### src/rtl/led_pkg.sv
// Shared definitions for the LED sequencer: command mode encodings, FSM states
// and the lit-to-pin polarity mapping.
package led_pkg;

  localparam logic [1:0] MODE_OFF    = 2'd0;
  localparam logic [1:0] MODE_ON     = 2'd1;
  localparam logic [1:0] MODE_BLINK  = 2'd2;
  localparam logic [1:0] MODE_ROTATE = 2'd3;

  typedef enum logic [1:0] {
    IDLE   = 2'd0,
    PH_ON  = 2'd1,
    PH_OFF = 2'd2
  } state_e;

  // Maps a logical "lit" bit to the pin level that lights the LED.
  function automatic logic led_drive(input logic lit, input bit active_low);
    return lit ^ active_low;
  endfunction

endpackage

### src/rtl/led_sequencer_if.sv
// Command handshake between a host-side requester and the LED sequencer.
interface led_sequencer_if #(
  parameter int NUM_LED = 3
);
  logic               cmd_valid;
  logic               cmd_ready;
  logic [1:0]         cmd_mode;
  logic [NUM_LED-1:0] cmd_mask;
  logic [7:0]         cmd_period;
  logic [7:0]         cmd_count;

  modport master (
    output cmd_valid, cmd_mode, cmd_mask, cmd_period, cmd_count,
    input  cmd_ready
  );

  modport slave (
    input  cmd_valid, cmd_mode, cmd_mask, cmd_period, cmd_count,
    output cmd_ready
  );
endinterface

### src/rtl/tick_gen.sv
// Prescaler producing a one-cycle tick every TICK_DIV clocks, restartable by clear.
module tick_gen #(
  parameter int TICK_DIV = 2_400_000
) (
  input  logic sys_clk,
  input  logic sys_rst,
  input  logic clear,
  output logic tick
);
  localparam int            CW   = (TICK_DIV > 1) ? $clog2(TICK_DIV) : 1;
  localparam logic [CW-1:0] LAST = CW'(TICK_DIV - 1);

  logic [CW-1:0] cnt_q, cnt_d;

  // NOTE: every variable assigned in always_comb gets a default first, so no path leaves it unassigned and no latch is inferred.
  always_comb begin
    cnt_d = cnt_q + CW'(1);
    if (clear || (cnt_q == LAST)) cnt_d = '0;
  end

  // NOTE: sequential state uses non-blocking assignments so every flop samples pre-edge values.
  always_ff @(posedge sys_clk) begin
    if (sys_rst) cnt_q <= '0;
    else         cnt_q <= cnt_d;
  end

  assign tick = !clear && (cnt_q == LAST);
endmodule

### src/rtl/led_sequencer.sv
// Command-driven LED pattern controller: OFF/ON immediately, BLINK and ROTATE
// sequenced on prescaled ticks, with a done pulse when a finite command ends.
module led_sequencer
  import led_pkg::*;
#(
  parameter int TICK_DIV       = 2_400_000,
  parameter int NUM_LED        = 3,
  parameter bit LED_ACTIVE_LOW = 1'b1
) (
  input  logic                sys_clk,
  input  logic                sys_rst,
  led_sequencer_if.slave      cmd,
  output logic                busy,
  output logic                done,
  output logic [NUM_LED-1:0]  led
);
  state_e             state_q, state_d;
  logic [1:0]         mode_q, mode_d;
  logic [NUM_LED-1:0] pattern_q, pattern_d;
  logic [7:0]         period_q, period_d;
  logic [7:0]         count_q, count_d;
  logic [7:0]         phase_q, phase_d;
  logic               done_q, done_d;
  logic [NUM_LED-1:0] led_q, led_d;
  logic [NUM_LED-1:0] lit_d;
  logic               accept, tick, phase_end, finish;

  // Infinite commands stay preemptible; finite ones must run to completion.
  assign cmd.cmd_ready = (state_q == IDLE) || (count_q == 8'd0);
  assign accept        = cmd.cmd_valid && cmd.cmd_ready;

  tick_gen #(.TICK_DIV(TICK_DIV)) u_tick_gen (
    .sys_clk (sys_clk),
    .sys_rst (sys_rst),
    .clear   (accept),
    .tick    (tick)
  );

  always_comb begin
    state_d   = state_q;
    mode_d    = mode_q;
    pattern_d = pattern_q;
    period_d  = period_q;
    count_d   = count_q;
    phase_d   = phase_q;
    done_d    = 1'b0;
    finish    = 1'b0;
    phase_end = tick && (phase_q == period_q - 8'd1);

    if (accept) begin
      mode_d   = cmd.cmd_mode;
      period_d = (cmd.cmd_period == 8'd0) ? 8'd1 : cmd.cmd_period;
      count_d  = cmd.cmd_count;
      phase_d  = 8'd0;
      case (cmd.cmd_mode)
        MODE_OFF: begin state_d = IDLE;  pattern_d = '0;           done_d = 1'b1; end
        MODE_ON:  begin state_d = IDLE;  pattern_d = cmd.cmd_mask; done_d = 1'b1; end
        default:  begin state_d = PH_ON; pattern_d = cmd.cmd_mask;                end
      endcase
    end else if ((state_q != IDLE) && tick) begin
      if (!phase_end) begin
        phase_d = phase_q + 8'd1;
      end else begin
        phase_d = 8'd0;
        if (mode_q == MODE_ROTATE) begin
          pattern_d = {pattern_q[NUM_LED-2:0], pattern_q[NUM_LED-1]};
          if (count_q == 8'd1)      finish  = 1'b1;
          else if (count_q != 8'd0) count_d = count_q - 8'd1;
        end else if (state_q == PH_ON) begin
          state_d = PH_OFF;
        end else begin
          if (count_q == 8'd1) begin
            finish = 1'b1;
          end else begin
            if (count_q != 8'd0) count_d = count_q - 8'd1;
            state_d = PH_ON;
          end
        end
      end
      if (finish) begin
        state_d   = IDLE;
        pattern_d = '0;
        count_d   = 8'd0;
        done_d    = 1'b1;
      end
    end

    // ON holds its mask in IDLE; finished or OFF commands leave pattern cleared.
    lit_d = (state_d == PH_OFF) ? '0 : pattern_d;
    for (int i = 0; i < NUM_LED; i++) led_d[i] = led_drive(lit_d[i], LED_ACTIVE_LOW);
  end

  always_ff @(posedge sys_clk) begin
    if (sys_rst) begin
      state_q   <= IDLE;
      mode_q    <= MODE_OFF;
      pattern_q <= '0;
      period_q  <= 8'd1;
      count_q   <= 8'd0;
      phase_q   <= 8'd0;
      done_q    <= 1'b0;
      led_q     <= {NUM_LED{LED_ACTIVE_LOW}};
    end else begin
      state_q   <= state_d;
      mode_q    <= mode_d;
      pattern_q <= pattern_d;
      period_q  <= period_d;
      count_q   <= count_d;
      phase_q   <= phase_d;
      done_q    <= done_d;
      led_q     <= led_d;
    end
  end

  assign busy = (state_q != IDLE);
  assign done = done_q;
  assign led  = led_q;
endmodule
### src/flat_wrapper.sv
// flat-port wrapper written by rule: the top's interface ports become plain ports
module led_sequencer_flat import led_pkg::*;
#(
  parameter int TICK_DIV       = 2_400_000,
  parameter int NUM_LED        = 3,
  parameter bit LED_ACTIVE_LOW = 1'b1
)
  (sys_clk, sys_rst, busy, done, led, cmd_cmd_valid, cmd_cmd_mode, cmd_cmd_mask, cmd_cmd_period, cmd_cmd_count, cmd_cmd_ready);
  led_sequencer_if #(.NUM_LED(NUM_LED)) cmd_i ();
  input  logic sys_clk;
  input  logic sys_rst;
  output logic busy;
  output logic done;
  output logic [NUM_LED-1:0] led;
  input wire logic [$bits(cmd_i.cmd_valid)-1:0] cmd_cmd_valid;
  input wire logic [$bits(cmd_i.cmd_mode)-1:0] cmd_cmd_mode;
  input wire logic [$bits(cmd_i.cmd_mask)-1:0] cmd_cmd_mask;
  input wire logic [$bits(cmd_i.cmd_period)-1:0] cmd_cmd_period;
  input wire logic [$bits(cmd_i.cmd_count)-1:0] cmd_cmd_count;
  output wire logic [$bits(cmd_i.cmd_ready)-1:0] cmd_cmd_ready;
  assign cmd_i.cmd_valid = cmd_cmd_valid;
  assign cmd_i.cmd_mode = cmd_cmd_mode;
  assign cmd_i.cmd_mask = cmd_cmd_mask;
  assign cmd_i.cmd_period = cmd_cmd_period;
  assign cmd_i.cmd_count = cmd_cmd_count;
  assign cmd_cmd_ready = cmd_i.cmd_ready;
  led_sequencer #(.TICK_DIV(TICK_DIV), .NUM_LED(NUM_LED), .LED_ACTIVE_LOW(LED_ACTIVE_LOW)) u_core (.sys_clk(sys_clk), .sys_rst(sys_rst), .cmd(cmd_i), .busy(busy), .done(done), .led(led));
endmodule
### config.mk
export PLATFORM = sky130hd
export DESIGN_NAME = led_sequencer_flat
export DESIGN_NICKNAME = d
export VERILOG_FILES = /design/src/rtl/led_pkg.sv /design/src/rtl/led_sequencer_if.sv /design/src/rtl/tick_gen.sv /design/src/rtl/led_sequencer.sv /design/src/flat_wrapper.sv
export SDC_FILE = /design/constraint.sdc
export NUM_CORES = 1
export LEC_CHECK = 0
export BUFFER_PORTS_ARGS = -buffer_cell sky130_fd_sc_hd__buf_4
export CORE_ASPECT_RATIO = 0.7
export CORE_MARGIN = 1.5
export CORE_UTILIZATION = 63
export CTS_CLUSTER_DIAMETER = 40
export DETAILED_ROUTE_END_ITERATION = 10
export GPL_TIMING_DRIVEN = 0
export MAX_ROUTING_LAYER = met4
export PLACE_DENSITY_LB_ADDON = 0.2
export SYNTH_ARGS = -nofsm -noshare
export SYNTH_HDL_FRONTEND = slang
export SYNTH_SLANG_ARGS = --single-unit
### constraint.sdc
create_clock -name sys_clk -period 6.2 [get_ports sys_clk]
set_clock_uncertainty 0.05 [all_clocks]
set_input_delay 0.62 -clock sys_clk [delete_from_list [all_inputs] [get_ports sys_clk]]
set_output_delay 0.62 -clock sys_clk [all_outputs]
set_load 0.02 [all_outputs]
# == Word-level counts from Yosys, hierarchy flattened ==
# Index checks and enable logic that the tools add are counted.
# word_totals
reg_bits,57
input_bits,24
out_inout_bits,6
# classes
n_addsub,4
eq_ne,8
n_mux,35
bitwise_logic,3
reduce_logical,19
# ops
cell,n
2-to-1 mux 8 bit,10
adder 22 x 1 -> 22 bit (second input constant),1
== test 22 bit (second input constant),1
2-to-1 mux 3 bit,7
zero test 8 bit,2
subtractor 8 x 1 -> 8 bit (second input constant),2
2-to-1 mux 2 bit,7
2-to-1 mux 1 bit,11
adder 8 x 1 -> 8 bit (second input constant),1
== test 8 x 1 -> 1 bit (second input constant),1
== test 8 bit,1
nonzero test 8 bit,1
OR reduction 2 bit,3
== test 2 x 1 -> 1 bit (second input constant),2
== test 2 bit (second input constant),2
logical AND 1 bit,4
zero test 2 bit,2
!= test 4 x 3 -> 1 bit (second input constant),1
nonzero test 2 bit,2
inverter 1 bit,3
AND reduction 3 bit,1
nonzero test 3 bit,1
logical OR 1 bit,2
zero test 1 bit,1

# == Depth between registers and ports, before layout ==
# Gate-level depths: netlist of the first run.
# depth
ltp_word,15
ltp_mapped,9

# == Modules after synthesis ==
# Synthesis of the first run repeated with hierarchy kept, for this count alone.
# hier_totals
hier_cells,374
hier_area_um2,3075.4
# modules_own_cells
module,instances,cells_per_inst,area_per_inst_um2,seq_area_each_um2
led_sequencer,1,257,2047.0,700.7
tick_gen,1,117,1028.5,440.4

# == Worst setup path before layout of the first run ==
# No wires, ideal clock.
# synth_timing
path_type,reg2reg
startpoint,register u_core.period_q[0]
endpoint,register u_core.count_q[2]
setup_ns,0.074
arrival_time_ns,2.341
required_time_ns,6.076
path_slack_ns,3.735
path_stages_with_launch,9
path_buffers,0
period_less_slack_ns,2.465
cell_sequence,dfxtp_1 inv_1 ha_1 xnor2_1 a211o_1 a2111oi_2 nand2_1 or4_1 a31oi_1
# synth_via
elab_chain_cells,9
word_cells_on_any_way,12
cone_classes,add/sub (1); eq/ne (2); mux (6); reduce/logical (3)
# synth_lines
element,line,source
from (decl),led_sequencer.sv:20,"logic [7:0] period_q, period_d;"
from (signal assigned),led_sequencer.sv:107,period_q <= period_d;
subtractor 8 x 1 -> 8 bit *,led_sequencer.sv:48,phase_end = tick && (phase_q == period_q - 8'd1);
== test 8 bit *,led_sequencer.sv:48,
logical AND 1 bit *,led_sequencer.sv:48,
2-to-1 mux 1 bit,led_sequencer.sv:61,if (!phase_end) begin
2-to-1 mux 1 bit,led_sequencer.sv:60,end else if ((state_q != IDLE) && tick) begin
2-to-1 mux 1 bit,led_sequencer.sv:50,if (accept) begin
2-to-1 mux 8 bit,led_sequencer.sv:80,if (finish) begin
2-to-1 mux 8 bit,led_sequencer.sv:60,
2-to-1 mux 8 bit,led_sequencer.sv:50,
to (signal assigned),led_sequencer.sv:108,count_q <= count_d;
to (decl),led_sequencer.sv:21,"logic [7:0] count_q, count_d;"
# Every way passes the cells marked *; elsewhere a longest branch is shown, timed or not. The select of a mux whose other input is x is not followed.
# A chain may end at the register's enable or synchronous reset.

# == Final worst setup path of the first run ==
# Same ends and word-level chain as after synthesis.

==> impl.org, run 1 <==
** Outcome
- Outcome :: complete, no violations

** Layout
- Number of antenna diodes :: 0
- At the end of the flow the core is filled with cells to 79.4%.
- The count of cells in the finished layout, fillers not included, comes to about 470.
- The finished cells cover between 3000 and 4000 um2.
- Compared with the post-synthesis result, the final layout area differs by 17.0%.
- Post-layout nets :: about 440
- Fraction of layout instances using a drive strength above 1 :: 15.1%

** Setup path
- Critical Path Slowest Stage Cell :: sky130_fd_sc_hd__dfxtp_1
- Data on the critical path arrives at its endpoint at 3.05 ns.
- Start point of the critical path :: u_core.period_q[0]
- At the worst endpoint, the required time is ~6.4 ns.
- The signal on the critical path passes through inv_1 -> ha_1 -> xnor2_1 -> a211o_1 -> a2111oi_2 -> nand2_1 -> or4_1 -> a31oi_1.
- Critical path class :: reg -> reg
- On the worst path, the slowest cell contributes a delay of 0.48 ns.
- The kind of cell with the highest combined delay along the critical path is compound AO/OA/AOI/OAI gates.
- Endpoint kind of the worst setup timing path :: register
- STA classifies the critical path startpoint as a register.
- Number of buffers and inverters on the critical path :: 1
- Start of the worst register-to-register path :: u_core.period_q[0]
- In this run the worst path has a maximum fanout of 9.

** Global routing
- The number of antenna violations at the first check in global routing is 0.
- GR met3 Demand/Resource :: approximately 8%
- Pin count of the biggest net entering global routing :: 11
- Vias in the first global route :: about 2600
- Top Usage Layer GRT :: met2
- The first global-routing pass estimated 12200 um of wire.
- Gr ovfl total :: 0
- In the global route stage, met2 resource usage came out at between 40% and 50%.
- Routing usage on met1 :: between 40% and 50%
- In the global route stage, overall resource usage came out at about a third.

** Synthesis
- The cell count after synthesis came out at about 370.
- Counting flops and latches in the post-synthesis netlist gives between 50 and 60.
- In the synthesized netlist the dominant register cell turns out to be sky130_fd_sc_hd__dfxtp_1.
- Mapped cell area :: between 3000 and 4000 um2
- Of the synthesized area, sequential elements account for a little under two fifths.
- Ys async rst share :: 0%
- Averaged over all synthesized cells, the footprint is about 8.3 um2.
- Synthesis produced a netlist with a net count of roughly 400.
- The Yosys step of the flow raised 0 warnings.
- Counting flops with a built-in enable in the synthesized netlist gives 0.
- Unique masters post-synth :: 57

** Clock tree
- The root buffer cell chosen for the clock tree is sky130_fd_sc_hd__clkbuf_8.
- Gates resized during post-CTS repair numbered 0.
- Max H-tree Level :: 3
- Bufs on Longest Clock Path :: 2
- TritonCTS built the clock tree.
- In this run, post-CTS hold repair placed 0 buffers.
- Total clock buffers created by CTS :: 9
- The clock reaches the later pin of the worst-skew pair after 0.35 ns.
- Clock sinks :: 57
- Clock Pin Slew Worst Setup and Hold Paths :: 0.06 ns
- # Post-CTS Setup Buffers :: 0

** Floorplanning
- Number of cell rows :: 20
- Initial standard-cell utilization of the core :: ~68%
- Vertical die dimension :: 61.1 um
- Die X-Extent :: approximately 86 um
- Die Footprint :: roughly 5300 um2
- The region available for standard cell placement spans around 4500 um2.
- For this design the top-level I/O count stands at 30.

** STA
- The number of pins exceeding their max-slew limit in the final report is 0.
- Static timing analysis puts the maximum clock frequency at about 0.35 GHz.
- RSZ-0062 raised after global routing :: no
- At the pin with the least slew margin, the transition time is ~0.66 ns.
- The number of hold-slack violations in the final timing report came to 0.
- Headroom to the max-slew limit came out at a little under three fifths.
- Smallest setup slack after layout :: ~3.4 ns
- Setup violations remaining at the end of the flow were counted as 0.
- Total negative slack :: 0 ns
- After layout, the minimum clock period comes to ~2.8 ns.
- Fraction of the cycle the final worst path needs :: between 40% and 50%
- WHS :: 0.432 ns

** Routing
- Antenna-violating nets left :: 0
- After detailed routing, the number of remaining DRC violations is 0.
- Routed length per instance :: roughly 16 um
- The routed design has 7510 um of wire.
- Per-cell via count in the routed design :: ~6.1
- Number of DRC markers after the initial detailed-route iteration :: 316
- Total iterations of the first detailed-routing run :: 5
- Via total after detailed routing :: 2834

** Placement
- The congestion estimate from routability-driven global placement came to 0.937.
- Hpwl dp :: between 5000 and 6000 um
- Post-placement worst setup slack :: approximately 3.4 ns
- Including well taps, the total number of placed cells is about 450.
- Number of port buffers :: 29
- Placed cell area :: approximately 3300 um2

** Pwr
- Leakage component of the power :: approximately 1.3 nW
- Power per cell area :: ~260 nW/um2
- Overall power consumption after layout is estimated at about 0.94 mW.
- Peak ir drop on the vdd network :: 0.000141 V

** Worst hold path
- In this run the worst hold path is classified as reg -> reg.
- The worst hold path begins at u_core.u_tick_gen.cnt_q[0].

** Flow run
- Max_cap viols :: 0
[path summary, 6_finish.rpt]
path | slack [ns] | cells after the start | endpoint
setup / recovery | 3.38 | 8 | u_core.count_q[2]
hold / removal | 0.43 | 1 | u_core.u_tick_gen.cnt_q[0]
setup reg to reg | 3.38 | 8 | u_core.count_q[2]
hold reg to reg | 0.43 | 1 | u_core.u_tick_gen.cnt_q[0]
[cells by family after synthesis]
| kind of cell | after synthesis | synth area share (%) |
|---|---|---|
| AOI/OAI and AO/OA | 66 | 16.9 |
| buffers and inverters | 18 | 2.22 |
| adders and majority gates | 6 | 2.47 |
| muxes | 5 | 1.65 |
| and+or+nand+nor | 179 | 29.4 |
| xor gates and xnor gates | 34 | 9.80 |
| DFF | 57 | 37.5 |
[sequential cells by signal (all words and copies together) (netlist names)]
register and count:
u_core.state_q 2, u_core.done 1, u_core.pattern_q 3, u_core.led 3
u_core.u_tick_gen.cnt_q 22, u_core.period_q 8, u_core.count_q 8, u_core.phase_q 8
u_core.mode_q 2
[worst reg2reg max path, stage by stage, from the launching register on]
cell	delay, ns
sky130_fd_sc_hd__dfxtp_1	0.48
sky130_fd_sc_hd__inv_1	0.09
sky130_fd_sc_hd__ha_1	0.31
sky130_fd_sc_hd__xnor2_1	0.15
sky130_fd_sc_hd__a211o_1	0.37
sky130_fd_sc_hd__a2111oi_2	0.48
sky130_fd_sc_hd__nand2_1	0.24
sky130_fd_sc_hd__or4_1	0.44
sky130_fd_sc_hd__a31oi_1	0.16
[area by class of cell]
class	instances	area, um2
Multi-Input combinational cell	290	1830
Sequential cell	57	1140
Fill cell	306	923
Timing Repair Buffer	29	218
Clock buffer	12	155
Clock inverter	4	75.1
Tap cell	55	68.8
Inverter	10	37.5
Buffer	8	30.0
[per-layer routing]
metal | share of wire (%) | wire, um
met5 | 0 | 0
met4 | 1.5 | 112
met3 | 6.7 | 502
met2 | 45 | 3410
met1 | 46 | 3480
[Yosys cell counts, drive strengths merged, types with 7 or more instances]
cell type,count,area share (%)
inv,10,1.2
nand3,10,1.6
nand2,53,6.5
xor2,21,6.1
nor2,51,6.3
dfxtp,57,38
nor3,7,1.2
nand4,10,2.1
xnor2,13,3.7
clkbuf,7,0.86
a21oi,18,3.1
o21ai,12,2.1
[power breakdown]
| part | total (mW) | switching, mW | internal [mW] |
|---|---|---|---|
| combinational | 0.140 | 0.0843 | 0.0554 |
| sequential | 0.397 | 0.0163 | 0.380 |
| clock | 0.402 | 0.154 | 0.248 |
[placed cells by master, fill, tap and decap left out, types with 3 or more instances in the layout]
master,synthesis,routed
sky130_fd_sc_hd__ha_1,6,6
sky130_fd_sc_hd__buf_4,0,29
sky130_fd_sc_hd__inv_1,10,10
sky130_fd_sc_hd__clkbuf_1,7,8
sky130_fd_sc_hd__clkbuf_8,0,11
sky130_fd_sc_hd__nand2_1,53,53
sky130_fd_sc_hd__and4_1,3,3
sky130_fd_sc_hd__dfxtp_1,57,57
sky130_fd_sc_hd__a211o_1,3,3
sky130_fd_sc_hd__xor2_1,21,21
sky130_fd_sc_hd__or2_2,5,5
sky130_fd_sc_hd__or3_1,6,6
sky130_fd_sc_hd__xnor2_1,13,13
sky130_fd_sc_hd__a31oi_1,5,5
sky130_fd_sc_hd__nand4_1,10,10
sky130_fd_sc_hd__o31ai_1,4,4
sky130_fd_sc_hd__nor3_1,7,7
sky130_fd_sc_hd__nand2b_1,6,6
sky130_fd_sc_hd__mux2i_1,5,5
sky130_fd_sc_hd__nor4_1,3,3
sky130_fd_sc_hd__nor3b_1,4,4
sky130_fd_sc_hd__or4_1,4,4
sky130_fd_sc_hd__a21oi_1,17,17
sky130_fd_sc_hd__o21ai_1,9,9
sky130_fd_sc_hd__o21a_1,3,3
sky130_fd_sc_hd__and3_1,6,6
sky130_fd_sc_hd__nand3_1,10,10
sky130_fd_sc_hd__nor2_1,51,51
Note: power is estimated with default switching activity, not from simulation.
==> run 2: changes to the inputs <==
--- a/config.mk
+++ b/config.mk
@@ -8,7 +8,7 @@
 export BUFFER_PORTS_ARGS = -buffer_cell sky130_fd_sc_hd__buf_4
 export CORE_ASPECT_RATIO = 0.7
 export CORE_MARGIN = 1.5
-export CORE_UTILIZATION = 63
+export CORE_UTILIZATION = 59
 export CTS_CLUSTER_DIAMETER = 40
 export DETAILED_ROUTE_END_ITERATION = 10
 export GPL_TIMING_DRIVEN = 0
==> constraint.sdc (replaced) <==
create_clock -name sys_clk -period 2.7 [get_ports sys_clk]
set_clock_uncertainty 0.05 [all_clocks]
set_input_delay 0.27 -clock sys_clk [delete_from_list [all_inputs] [get_ports sys_clk]]
set_output_delay 0.27 -clock sys_clk [all_outputs]
set_load 0.02 [all_outputs]
==> run 2 against run 1 <==
  * Register-to-register slack got worse by 3.3 ns
  * Worst hold slack got worse by 0.32 ns
  * Core utilization fell by 3.1 points
  * Wire length rose by 3.2%
  * Global-route usage fell by 2.6 points
  * Critical endpoint is now u_core.led[1]
==> impl.org, run 2 (synthesized netlist as in run 1, its figures left out) <==
** Outcome
- Outcome :: complete, no violations (unchanged)

** Pwr
- The overall power was 2.36 mW (was 0.938 mW).
- Power per cell area :: 636 nW/um2 (was 264 nW/um2)
- The static leakage is 1.34 nW (was 1.28 nW).
- Peak ir drop on the vdd network :: 0.000459 V (was 0.000141 V)

** Layout
- Post-layout nets :: 438 (was 435)
- The final design utilization was 76.3% (was 79.4%).
- The most common cell after layout, fill and taps aside was sky130_fd_sc_hd__dfxtp_1 (unchanged).
- Flip-flop count of the largest register after layout :: 22 (unchanged)
- The area growth from synthesis to final layout was 22.0% (was 17.0%).
- The number of diodes added for antenna fixing is 0 (unchanged).
- Fraction of layout instances using a drive strength above 1 :: 18.2% (was 15.1%)
- Final non-filler cell area :: 3710 um2 (was 3560 um2)
- Register with the highest flop count :: u_core.u_tick_gen.cnt_q (unchanged)
- Most frequent cells in the layout :: 56 x sky130_fd_sc_hd__dfxtp_1, 52 x sky130_fd_sc_hd__nand2_1, 50 x sky130_fd_sc_hd__nor2_1 (was 57 x sky130_fd_sc_hd__dfxtp_1, 53 x sky130_fd_sc_hd__nand2_1, 51 x sky130_fd_sc_hd__nor2_1)

** Setup path
- Endpoint kind of the worst setup timing path :: register (unchanged)
- Family with the most delay on the worst path :: compound AO/OA/AOI/OAI gates (unchanged)
- The highest cell delay on the worst timing path is 0.62 ns (was 0.48 ns).
- By instance count, the cell type seen most on the critical path is sky130_fd_sc_hd__o21ai_1.
- Critical path class :: reg -> reg (unchanged)
- The required time of the critical path came to 2.95 ns (was 6.42 ns).
- Critical Path Slowest Stage Cell :: sky130_fd_sc_hd__or4_1 (was sky130_fd_sc_hd__dfxtp_1)
- Setup slack of the most critical reg-to-reg path :: 0.07 ns (was 3.38 ns)
- The maximum fanout encountered on the critical timing path is 9 (unchanged).
- The critical path buffer and inverter count came to 1 (unchanged).
- Critical Path, Cell by Cell: inv_1 -> ha_1 -> xnor2_1 -> a211o_2 -> or4_1 -> o21ai_1 -> o21ai_1 -> nand2_1 (was inv_1 -> ha_1 -> xnor2_1 -> a211o_1 -> a2111oi_2 -> nand2_1 -> or4_1 -> a31oi_1).
- The kind of launch point of the worst setup path is a register (unchanged).
- The data arrival time of the worst path is 2.88 ns (was 3.05 ns).

** Placement
- The number of buffer cells added on primary ports was 29 (unchanged).
- Placed cell area :: 3340 um2 (was 3330 um2)
- Hpwl dp :: 5100 um (was 5350 um)
- RD Place Congestion :: 0.887 (was 0.937)

** Routing
- Via total after detailed routing :: 2858 (was 2834)
- The number of nets with antenna violations after routing was 0 (unchanged).
- DRC errors left :: 0 (unchanged)
- The detailed-routing iteration count for the pre-antenna-repair pass is 5 (unchanged).
- The number of violations reported at the end of detailed-routing iteration 0 was 225 (was 316).
- Routed WL :: 7750 um (was 7510 um)
- The detailed-route wire length per cell is 16.1 um (was 16.2 um).
- Per-cell via count in the routed design :: 5.93 (was 6.09)

** STA
- The number of pins exceeding their max-slew limit in the final report is 0 (unchanged).
- The total of endpoints with negative setup slack in the final report is 0 (unchanged).
- The remaining max-slew budget at the tightest pin was 54.4% (was 55.9%).
- Max Fclk :: 0.380 GHz (was 0.354 GHz)
- Final hold violations :: 0 (unchanged)
- The share of the clock period used by the worst path was 97.5% (was 45.6%).
- Time the worst path needs with I/O delays and setup :: 2.63 ns (was 2.82 ns)
- The total negative setup slack came to 0 ns (unchanged).
- The transition at the pin with the smallest max-transition slack is 0.683 ns (was 0.658 ns).

** Floorplanning
- The full die area is 5600 um2 (was 5260 um2).
- Number of cell rows :: 21 (was 20)
- Total I/O pin count :: 30 (unchanged)
- Core region area :: 4860 um2 (was 4480 um2)
- Initial standard-cell utilization of the core :: 62.5% (was 67.8%)
- The horizontal die dimension is 88.8 um (was 86.0 um).
- The die outline height came to 63.1 um (was 61.1 um).

** Clock tree
- The H-tree level count was 3 (unchanged).
- The clock edge transition at the registers on the reported setup and hold paths came to 0.06 ns (about the same).
- Hold buffer count at CTS :: 0 (unchanged)
- Root Driver :: sky130_fd_sc_hd__clkbuf_8 (unchanged)
- The TritonCTS clock tree was built (unchanged).
- Worst skew pair latency :: 0.36 ns (was 0.35 ns)
- Clock sinks :: 57 (unchanged)
- The number of buffers added by the clock tree synthesis step was 9 (unchanged).
- The number of buffers between clock root and the deepest sink was 2 (unchanged).

** Global routing
- The total congestion overflow is 0 (unchanged).
- The global-route wire length before repair was 12100 um (was 12200 um).
- Antenna violations before repair :: 0 (unchanged)
- Vias in the first global route :: 2717 (was 2619)
- The combined global-route utilization of all metal layers was 29.2% (was 31.8%).
- The pin count of the biggest net entering global routing was 11 (unchanged).

** Worst hold path
- The worst hold path class is in -> reg (was reg -> reg).

** Flow run
- The number of violations of the max-capacitance limit came to 0 (unchanged).
-- run 2: repair_timing --
item,in CTS,in global routing
pin swaps,1,2
cloned,0,0
setup buffers,2,2
resized for setup,1,11
setup endpoints to repair,2,27
-- run 2: cell type report --
| class | count | area, um2 |
|---|---|---|
| Buffer | 7 | 27.5 |
| Clock buffer | 11 | 151 |
| Clock inverter | 5 | 125 |
| Fill cell | 363 | 1150 |
| Inverter | 10 | 37.5 |
| Multi-Input combinational cell | 290 | 1880 |
| Sequential cell | 57 | 1140 |
| Tap cell | 69 | 86.3 |
| Timing Repair Buffer | 33 | 260 |
-- run 2: report_power, final --
group	internal [mW]	total, mW	switching, mW
logic	0.135	0.342	0.207
clock network	0.755	1.11	0.351
registers	0.874	0.911	0.0369
-- run 2: final timing paths --
path	from	to	depth (start not counted)
max reg2reg	u_core.period_q[1]	u_core.led[1]	8
max	u_core.period_q[1]	u_core.led[1]	8
min reg2reg	u_core.mode_q[1]	u_core.mode_q[1]	2
min	cmd_cmd_mask[2]	u_core.pattern_q[2]	3
-- run 2: metal layers --
layer | vias to the layer above | global-route usage [%] | share of wire [%]
met4 | 0 | 9.96 | 1.9
met2 | 136 | 43.4 | 46
met5 | - | - | 0
met3 | 20 | 10.7 | 8.1
li1 | 1380 | - | -
met1 | 1322 | 36.6 | 44
-- run 2: per-stage QoR --
stage	setup slack, ns	instances	hold WS, ns
after CTS	0.00256	481	0.104
after floorplan	0.235	365	0.356
after global placement	0.0262	463	0.392
after detailed placement	-0.0415	463	0.400
final	0.0683	482	0.109
after global routing	-0.0378	482	0.116
-- run 2: tightest hold or removal path, delay by kind of cell --
kind                   cells  cell delay, ns
buffers and inverters      1            0.08
AND/OR/NAND/NOR            1            0.04
AO/OA/AOI/OAI              1            0.08
